--- config.mk ---
export PLATFORM = sky130hd
export DESIGN_NAME = mem_access_unit
export DESIGN_NICKNAME = d
export VERILOG_FILES = /design/src/rtl/mem_access_unit.sv
export SDC_FILE = /design/constraint.sdc
export NUM_CORES = 1
export LEC_CHECK = 0
export ABC_AREA = 1
export ABC_CLOCK_PERIOD_IN_PS = 1800
export CELL_PAD_IN_SITES_DETAIL_PLACEMENT = 0
export CELL_PAD_IN_SITES_GLOBAL_PLACEMENT = 1
export CORE_MARGIN = 8
export CORE_UTILIZATION = 30
export CTS_CLUSTER_DIAMETER = 100
export CTS_CLUSTER_SIZE = 14
export DETAILED_ROUTE_END_ITERATION = 7
export PLACE_DENSITY = 0.84
export SLEW_MARGIN = 40
export SYNTH_ARGS = -nofsm -noshare
export SYNTH_HDL_FRONTEND = slang
export SYNTH_SLANG_ARGS = --single-unit
--- constraint.sdc ---
create_clock -name ACLK -period 1.8 [get_ports ACLK]
set_clock_uncertainty 0.2 [all_clocks]
set_input_delay 0.18 -clock ACLK [delete_from_list [all_inputs] [get_ports ACLK]]
set_output_delay 0.18 -clock ACLK [all_outputs]
set_load 0.1 [all_outputs]
--- src/rtl/mem_access_unit.sv ---
// Load/store unit between the MEM stage and the data cache port: word-aligned reads/writes,
// load extension, sub-word stores as read-modify-write. Optional MAU_WORD_BUF_EN adds a last-word buffer.
module mem_access_unit #(
  parameter int unsigned CORE_ADDR_WIDTH = 32,
  parameter int unsigned CORE_DATA_WIDTH = 32
) (
  input  logic                       ACLK,
  input  logic                       ARESET,
  input  logic                       req_valid,
  output logic                       req_ready,
  input  logic                       req_we,
  input  logic [2:0]                 req_funct3,
  input  logic [CORE_ADDR_WIDTH-1:0] req_addr,
  input  logic [CORE_DATA_WIDTH-1:0] req_wdata,
  output logic                       resp_valid,
  output logic [CORE_DATA_WIDTH-1:0] resp_rdata,
  output logic                       resp_err,
  output logic [CORE_ADDR_WIDTH-1:0] core_ARADDR,
  output logic                       core_ARVALID,
  input  logic [CORE_DATA_WIDTH-1:0] core_RDATA,
  input  logic                       core_RVALID,
  output logic [CORE_ADDR_WIDTH-1:0] core_AWADDR,
  output logic                       core_AWVALID,
  output logic [CORE_DATA_WIDTH-1:0] core_WDATA,
  input  logic                       core_BVALID
);

  localparam int unsigned AW = CORE_ADDR_WIDTH;
  localparam int unsigned DW = CORE_DATA_WIDTH;

  typedef enum logic [2:0] {IDLE, RD, RMW_RD, WR, RESP} state_t;

  state_t      state;
  logic [2:0]  funct3_q;
  logic [1:0]  addr_lo_q;
  logic [15:0] store_q;

  function automatic logic [AW-1:0] word_addr(input logic [AW-1:0] a);
    return {a[AW-1:2], 2'b00};
  endfunction

  // Misaligned access or funct3 outside the legal load/store set.
  function automatic logic access_err(input logic we, input logic [2:0] f3, input logic [1:0] lo);
    logic e;
    e = 1'b1;
    case (f3)
      3'b000:         e = 1'b0;
      3'b001:         e = lo[0];
      3'b010:         e = (lo != 2'b00);
      3'b100, 3'b101: e = we | (f3[0] & lo[0]);
      default:        e = 1'b1;
    endcase
    return e;
  endfunction

  function automatic logic [DW-1:0] load_ext(input logic [2:0] f3, input logic [1:0] lo,
                                             input logic [DW-1:0] w);
    logic [7:0]    b;
    logic [15:0]   h;
    logic [DW-1:0] r;
    case (lo)
      2'd0:    b = w[7:0];
      2'd1:    b = w[15:8];
      2'd2:    b = w[23:16];
      default: b = w[31:24];
    endcase
    h = lo[1] ? w[31:16] : w[15:0];
    case (f3)
      3'b000:  r = {{24{b[7]}}, b};
      3'b100:  r = {24'd0, b};
      3'b001:  r = {{16{h[15]}}, h};
      3'b101:  r = {16'd0, h};
      default: r = w;
    endcase
    return r;
  endfunction

  // Overlay the store byte/half onto the fetched word at its lane.
  function automatic logic [DW-1:0] merge(input logic [2:0] f3, input logic [1:0] lo,
                                          input logic [DW-1:0] w, input logic [15:0] d);
    logic [DW-1:0] r;
    r = w;
    if (f3[1:0] == 2'b00) begin
      case (lo)
        2'd0:    r[7:0]   = d[7:0];
        2'd1:    r[15:8]  = d[7:0];
        2'd2:    r[23:16] = d[7:0];
        default: r[31:24] = d[7:0];
      endcase
    end else if (lo[1]) begin
      r[31:16] = d;
    end else begin
      r[15:0] = d;
    end
    return r;
  endfunction

`ifdef MAU_WORD_BUF_EN
  logic          buf_valid;
  logic [AW-3:0] buf_addr;
  logic [DW-1:0] buf_data;
  logic          buf_hit_c;

  assign buf_hit_c = buf_valid && (buf_addr == req_addr[AW-1:2]);
`endif

  always_ff @(posedge ACLK) begin
    if (ARESET) begin
      state        <= IDLE;
      funct3_q     <= 3'd0;
      addr_lo_q    <= 2'd0;
      store_q      <= 16'd0;
      req_ready    <= 1'b1;
      resp_valid   <= 1'b0;
      resp_rdata   <= '0;
      resp_err     <= 1'b0;
      core_ARADDR  <= '0;
      core_ARVALID <= 1'b0;
      core_AWADDR  <= '0;
      core_AWVALID <= 1'b0;
      core_WDATA   <= '0;
`ifdef MAU_WORD_BUF_EN
      buf_valid    <= 1'b0;
      buf_addr     <= '0;
      buf_data     <= '0;
`endif
    end else begin
      case (state)
        IDLE: begin
          if (req_valid) begin
            req_ready <= 1'b0;
            funct3_q  <= req_funct3;
            addr_lo_q <= req_addr[1:0];
            store_q   <= req_wdata[15:0];
            if (access_err(req_we, req_funct3, req_addr[1:0])) begin
              resp_valid <= 1'b1;
              resp_err   <= 1'b1;
              state      <= RESP;
            end else if (!req_we) begin
`ifdef MAU_WORD_BUF_EN
              if (buf_hit_c) begin
                resp_valid <= 1'b1;
                resp_rdata <= load_ext(req_funct3, req_addr[1:0], buf_data);
                state      <= RESP;
              end else
`endif
              begin
                core_ARVALID <= 1'b1;
                core_ARADDR  <= word_addr(req_addr);
                state        <= RD;
              end
            end else if (req_funct3 == 3'b010) begin
              core_AWVALID <= 1'b1;
              core_AWADDR  <= word_addr(req_addr);
              core_WDATA   <= req_wdata;
              state        <= WR;
            end else begin
`ifdef MAU_WORD_BUF_EN
              if (buf_hit_c) begin
                core_AWVALID <= 1'b1;
                core_AWADDR  <= word_addr(req_addr);
                core_WDATA   <= merge(req_funct3, req_addr[1:0], buf_data, req_wdata[15:0]);
                state        <= WR;
              end else
`endif
              begin
                core_ARVALID <= 1'b1;
                core_ARADDR  <= word_addr(req_addr);
                state        <= RMW_RD;
              end
            end
          end
        end
        RD: begin
          if (core_RVALID) begin
            core_ARVALID <= 1'b0;
            core_ARADDR  <= '0;
            resp_valid   <= 1'b1;
            resp_rdata   <= load_ext(funct3_q, addr_lo_q, core_RDATA);
            state        <= RESP;
`ifdef MAU_WORD_BUF_EN
            buf_valid    <= 1'b1;
            buf_addr     <= core_ARADDR[AW-1:2];
            buf_data     <= core_RDATA;
`endif
          end
        end
        RMW_RD: begin
          if (core_RVALID) begin
            core_ARVALID <= 1'b0;
            core_ARADDR  <= '0;
            core_AWVALID <= 1'b1;
            core_AWADDR  <= core_ARADDR;
            core_WDATA   <= merge(funct3_q, addr_lo_q, core_RDATA, store_q);
            state        <= WR;
`ifdef MAU_WORD_BUF_EN
            buf_valid    <= 1'b1;
            buf_addr     <= core_ARADDR[AW-1:2];
            buf_data     <= core_RDATA;
`endif
          end
        end
        WR: begin
          if (core_BVALID) begin
            core_AWVALID <= 1'b0;
            core_AWADDR  <= '0;
            core_WDATA   <= '0;
            resp_valid   <= 1'b1;
            state        <= RESP;
`ifdef MAU_WORD_BUF_EN
            buf_valid    <= 1'b1;
            buf_addr     <= core_AWADDR[AW-1:2];
            buf_data     <= core_WDATA;
`endif
          end
        end
        RESP: begin
          resp_valid <= 1'b0;
          resp_err   <= 1'b0;
          resp_rdata <= '0;
          req_ready  <= 1'b1;
          state      <= IDLE;
        end
        default: begin
          req_ready <= 1'b1;
          state     <= IDLE;
        end
      endcase
    end
  end

endmodule

# After elaboration in Yosys (flattened, before gate mapping)
# Index checks and enable logic that the tools add are counted.
# totals
output_inout_bits	133
word_cells	125
ff_bits	157
# classes
n_eq_ne	23
bitwise	3
reduce_logical	23
mux	63
# op_table
op	count
32-bit two-way mux	18
32-bit one-hot mux with 3 select lines	2
32-bit one-hot mux with 2 select lines	2
32-bit one-hot mux with 4 select lines	1
16-bit two-way mux	3
8-bit two-way mux	4
8-bit one-hot mux with 3 select lines	1
1-bit two-way mux	19
2-bit != test (second input constant)	8
3-bit == test (second input constant)	5
3-bit two-way mux	5
3-bit one-hot mux with 4 select lines	1
5-bit AND reduction	2
3-bit by 1-bit == test with 1-bit output (second input constant)	3
3-bit by 2-bit == test with 1-bit output (second input constant)	3
3-bit zero test	3
1-bit one-hot mux with 4 select lines	2
2-bit nonzero test	4
7-bit AND reduction	1
1-bit one-hot mux with 2 select lines	3
2-bit AND reduction	3
3-bit OR reduction	2
2-bit zero test	2
4-bit AND reduction	1
other kinds (13)	14

# Depth between registers and ports, before layout
# depth
depth_word	9
depth_mapped	11

# Worst setup path before layout
# No wires, ideal clock.
# synth_timing
path_type	reg2reg
startpoint	reg state[0]
endpoint	reg core_WDATA[10]
setup_slack_ns	0.102
t_arrival_ns	1.385
period_less_slack_ns	1.698
stages_incl_launch_ff	9
setup_time_ns	0.113
path_buffers	2
required_ns	1.487
path_cell_list	dfxtp_1 > nor2_2 > nand2_2 > o21ai_2 > nand3_2 > buf_4 > buf_4 > nor2_1 > nor2_1
# synth_via
elab_chain_cells	3
elab_cells_between_ends	12
cone_classes	eq/ne (8); mux (1); reduce/logical (3)
# synth_lines
item	line	text
from (decl)	33	state_t state;
from (signal assigned)	109	state <= IDLE;
from (signal assigned)	138	state <= RESP;
from (signal assigned)	150	state <= RD;
3-bit by 2-bit == test with 1-bit output / 3-bit zero test (equally long branches)	128	case (state)
2-bit != test (no source line) / 3-bit nonzero test (equally long branches)	-	
7-bit AND reduction (no source line)	-	
to (signal assigned)	155	core_WDATA <= req_wdata;
to (signal assigned)	194	core_WDATA <= merge(funct3_q, addr_lo_q, core_RDATA, store_q);
to (decl)	24	output logic [CORE_DATA_WIDTH-1:0] core_WDATA,
# Several ways; a longest one is shown, not always the timed one.
# A chain may end at the register's enable or synchronous reset.

# Final worst setup path
# layout_timing
startpoint	reg state[0]
endpoint	reg core_WDATA[19]
# Same word-level chain as after synthesis.

==> metrics <==
#FFs+latches synth=153; Slew HR=61.51%; Initial DRC Count=931; global-route wire length before repair=52440 um; H-tree Lvls=4; Area Growth Syn to Fin=62.68%; Die Footprint=34430 um2; Worst-Skew Late Latency=430 ps; commonest non-fill, non-tap cell in the layout=nand2_1; hold crit path type=input pin to register; Worst R2R Start=state[0]; Cells after Synth=1445; Critical Path RT=1920 ps; Root Buffer=clkbuf_16; post-route antenna net violation count=0; Pre-Repair DR Iteration Count=6; gr usage total=19.31%; cell area after synthesis=8626 um2; critical path endpoint category=register; final period utilization=95.65%; min cycle time layout=1722 ps; WL met3=2789 um; global route total overflow=0; port bufs=233; crit path launch type=register; die width=185.6 um; post-DR vias/cell=4.819; die height=185.6 um; Worst Reg-to-Reg Cells=10; M1 wire length=14720 um; CTS max path bufs=2; most frequent cells in the layout=403 x nand2_1, 188 x nor2_1, 168 x inv_1; worst hold stages=3; Setup violations, final=0; Cell variety after synth=23; PwrDens=968.3 nW/um2; Ys Warns=0; top sig layer=met5; aggregate routed wire length=34820 um; residual DRC count=0; Arr. time, crit path=1850 ps; Final #Nets=1797; Max Cap Viol=0; Initial Utilization=30.22%; Syn Area/Cell=5.969 um2; DR vias=10.08k; pin count of the biggest net entering global routing=58; Crit Path Max Fanout=13; Clock Pin Slew Worst Setup and Hold Paths=80 ps; final worst slack=78.38 ps; clock sinks=153; worst slew pin tran=577.4 ps; critical path type=register to register; Cell Rows=62; Met2 Wirelength=16120 um; endpoints failing hold=0; VDD IR-drop max=0.5702 mV; share of layout cells above drive strength 1=17.83%; worst r2r dst=core_WDATA[19]; Placeable Area=28550 um2; Post-Place Setup Slack=-331.7 ps; Placer Congestion=0.8750; Hold EP=core_ARADDR[5]; CTS tree=done; Layout fillers=2832; vias in the first global route=9418; Tot Pwr=0.01359 W; routed len/inst=16.64 um; RSZ-0062 raised after global routing=yes; I/O Pins=238; initial antenna violation count=5; CTS Hold Bufs=0; max-slew violations=0; Num CTS Buffers=17; Worst R2R Setup Slack=80 ps; Fmax=0.5808 GHz; hold path start=ARESET; status=finished, final reports clean; placed wire-length estimate=25130 um; Leakage=6.226 nW; Seq/Total Area, Yosys=35.51%
[metal layers]
| metal | track usage, % | vias to the layer above |
|---|---|---|
| met4 | 8.574 | 4 |
| met5 | 0 | - |
| li1 | - | 5065 |
| met1 | 24.23 | 4561 |
| met2 | 30.81 | 395 |
| met3 | 4.997 | 56 |
[metrics by stage]
stage | area [um2] | util, % | setup TNS [ps] | hold slack (ps) | cells
3_3_place_gp | 13110 | 45.94 | -27920 | 255.7 | 2048
2_1_floorplan | 8637 | - | 0 | 147.6 | 1448
5_1_grt | 14030 | 49.15 | -3.704 | 48.68 | 2092
6_report | 14030 | 49.15 | 0 | 47.84 | 2092
3_5_place_dp | 13110 | 45.94 | -34460 | 265.1 | 2048
4_1_cts | 13720 | 48.05 | 0 | 33.18 | 2080
[state kept, by name, summed over array words and instances, names as in the netlist]
register	cells
state	3
req_ready	1
core_ARADDR	30
resp_err	1
store_q	16
core_WDATA	32
addr_lo_q	2
resp_valid	1
core_ARVALID	1
resp_rdata	32
core_AWVALID	1
core_AWADDR	30
funct3_q	3
[cell families (layout without fill, tap and decap cells)]
group | after synthesis | after routing | synth area share, %
compound gates | 245 | 245 | 14.68
buf+inv | 280 | 537 | 12.94
flops | 153 | 153 | 35.51
other cells | 1 | 7 | 0.04347
simple gates | 766 | 766 | 36.83
[report_power, final]
part	leakage, nW	total (W)	switching (W)	internal, W
combinational	4.69	0.00589	0.00377	0.00212
sequential	1.25	0.00405	0.000374	0.00368
clock	0.293	0.00364	0.00176	0.00188
total	6.23	0.0136	0.00591	0.00768
[synth_stat cells]
cell type	instances	area, um2
clkinv_1	2	7.510
buf_2	13	65.06
nand4_1	63	394.1
inv_2	7	26.28
nand2_2	4	25.02
clkbuf_1	61	229.0
buf_6	2	22.52
dfxtp_1	153	3063
a31oi_1	1	6.260
conb_1	1	3.750
inv_1	170	638.1
buf_4	9	67.56
a21oi_1	161	805.8
o21ai_0	68	340.3
nand2_1	407	1528
o211ai_1	14	105.1
buf_1	16	60.06
nor3_1	1	5.000
nor2_2	4	25.02
nand3_2	3	30.03
nor2_1	201	754.5
o21ai_2	1	8.760
nand3_1	83	415.4
[worst max path at each step]
| stage | end | from | slack (ps) | cells after the start |
|---|---|---|---|---|
| after floorplan | core_WDATA[10] | state[0] | 100 | 8 |
| after global placement | core_AWADDR[4] | req_funct3[0] | -290 | 8 |
| final | core_WDATA[19] | state[0] | 80 | 10 |
| after global routing | core_WDATA[7] | req_funct3[0] | -2 | 12 |
| after detailed placement | core_AWADDR[4] | req_funct3[0] | -330 | 8 |
| after CTS | core_AWVALID | state[0] | 6 | 7 |
[critical path, stage by stage, from the launching register on]
cell and delay, ps:
dfxtp_4 370, nor2_4 150, nand2_4 110, inv_4 90, nand2_4 90, nand3_4 110
buf_12 160, clkbuf_16 180, nand2_1 60, nand2_1 50, nor2_1 40
[timing repair]
action | CTS | global route
resized for setup | 4 | 45
endpoints found under the hold margin | 0 | 0
buffers inserted | 0 | 3
pin swaps | 0 | 3
setup endpoints to repair | 25 | 128
cloned | 0 | 6
[cell type report]
cell class | instances | area, um2 | share of cell area (%)
inverter | 179 | 679.4 | 4.842
clock buffer | 17 | 425.4 | 3.032
timing repair buffer | 326 | 4609 | 32.85
sequential | 153 | 3079 | 21.94
tap | 384 | 480.5 | 3.424
multi-input combinational | 1015 | 4582 | 32.65
antenna | 3 | 7.507 | 0.05350
clock inverter | 15 | 168.9 | 1.204
Power figures use the tool's default switching activity.
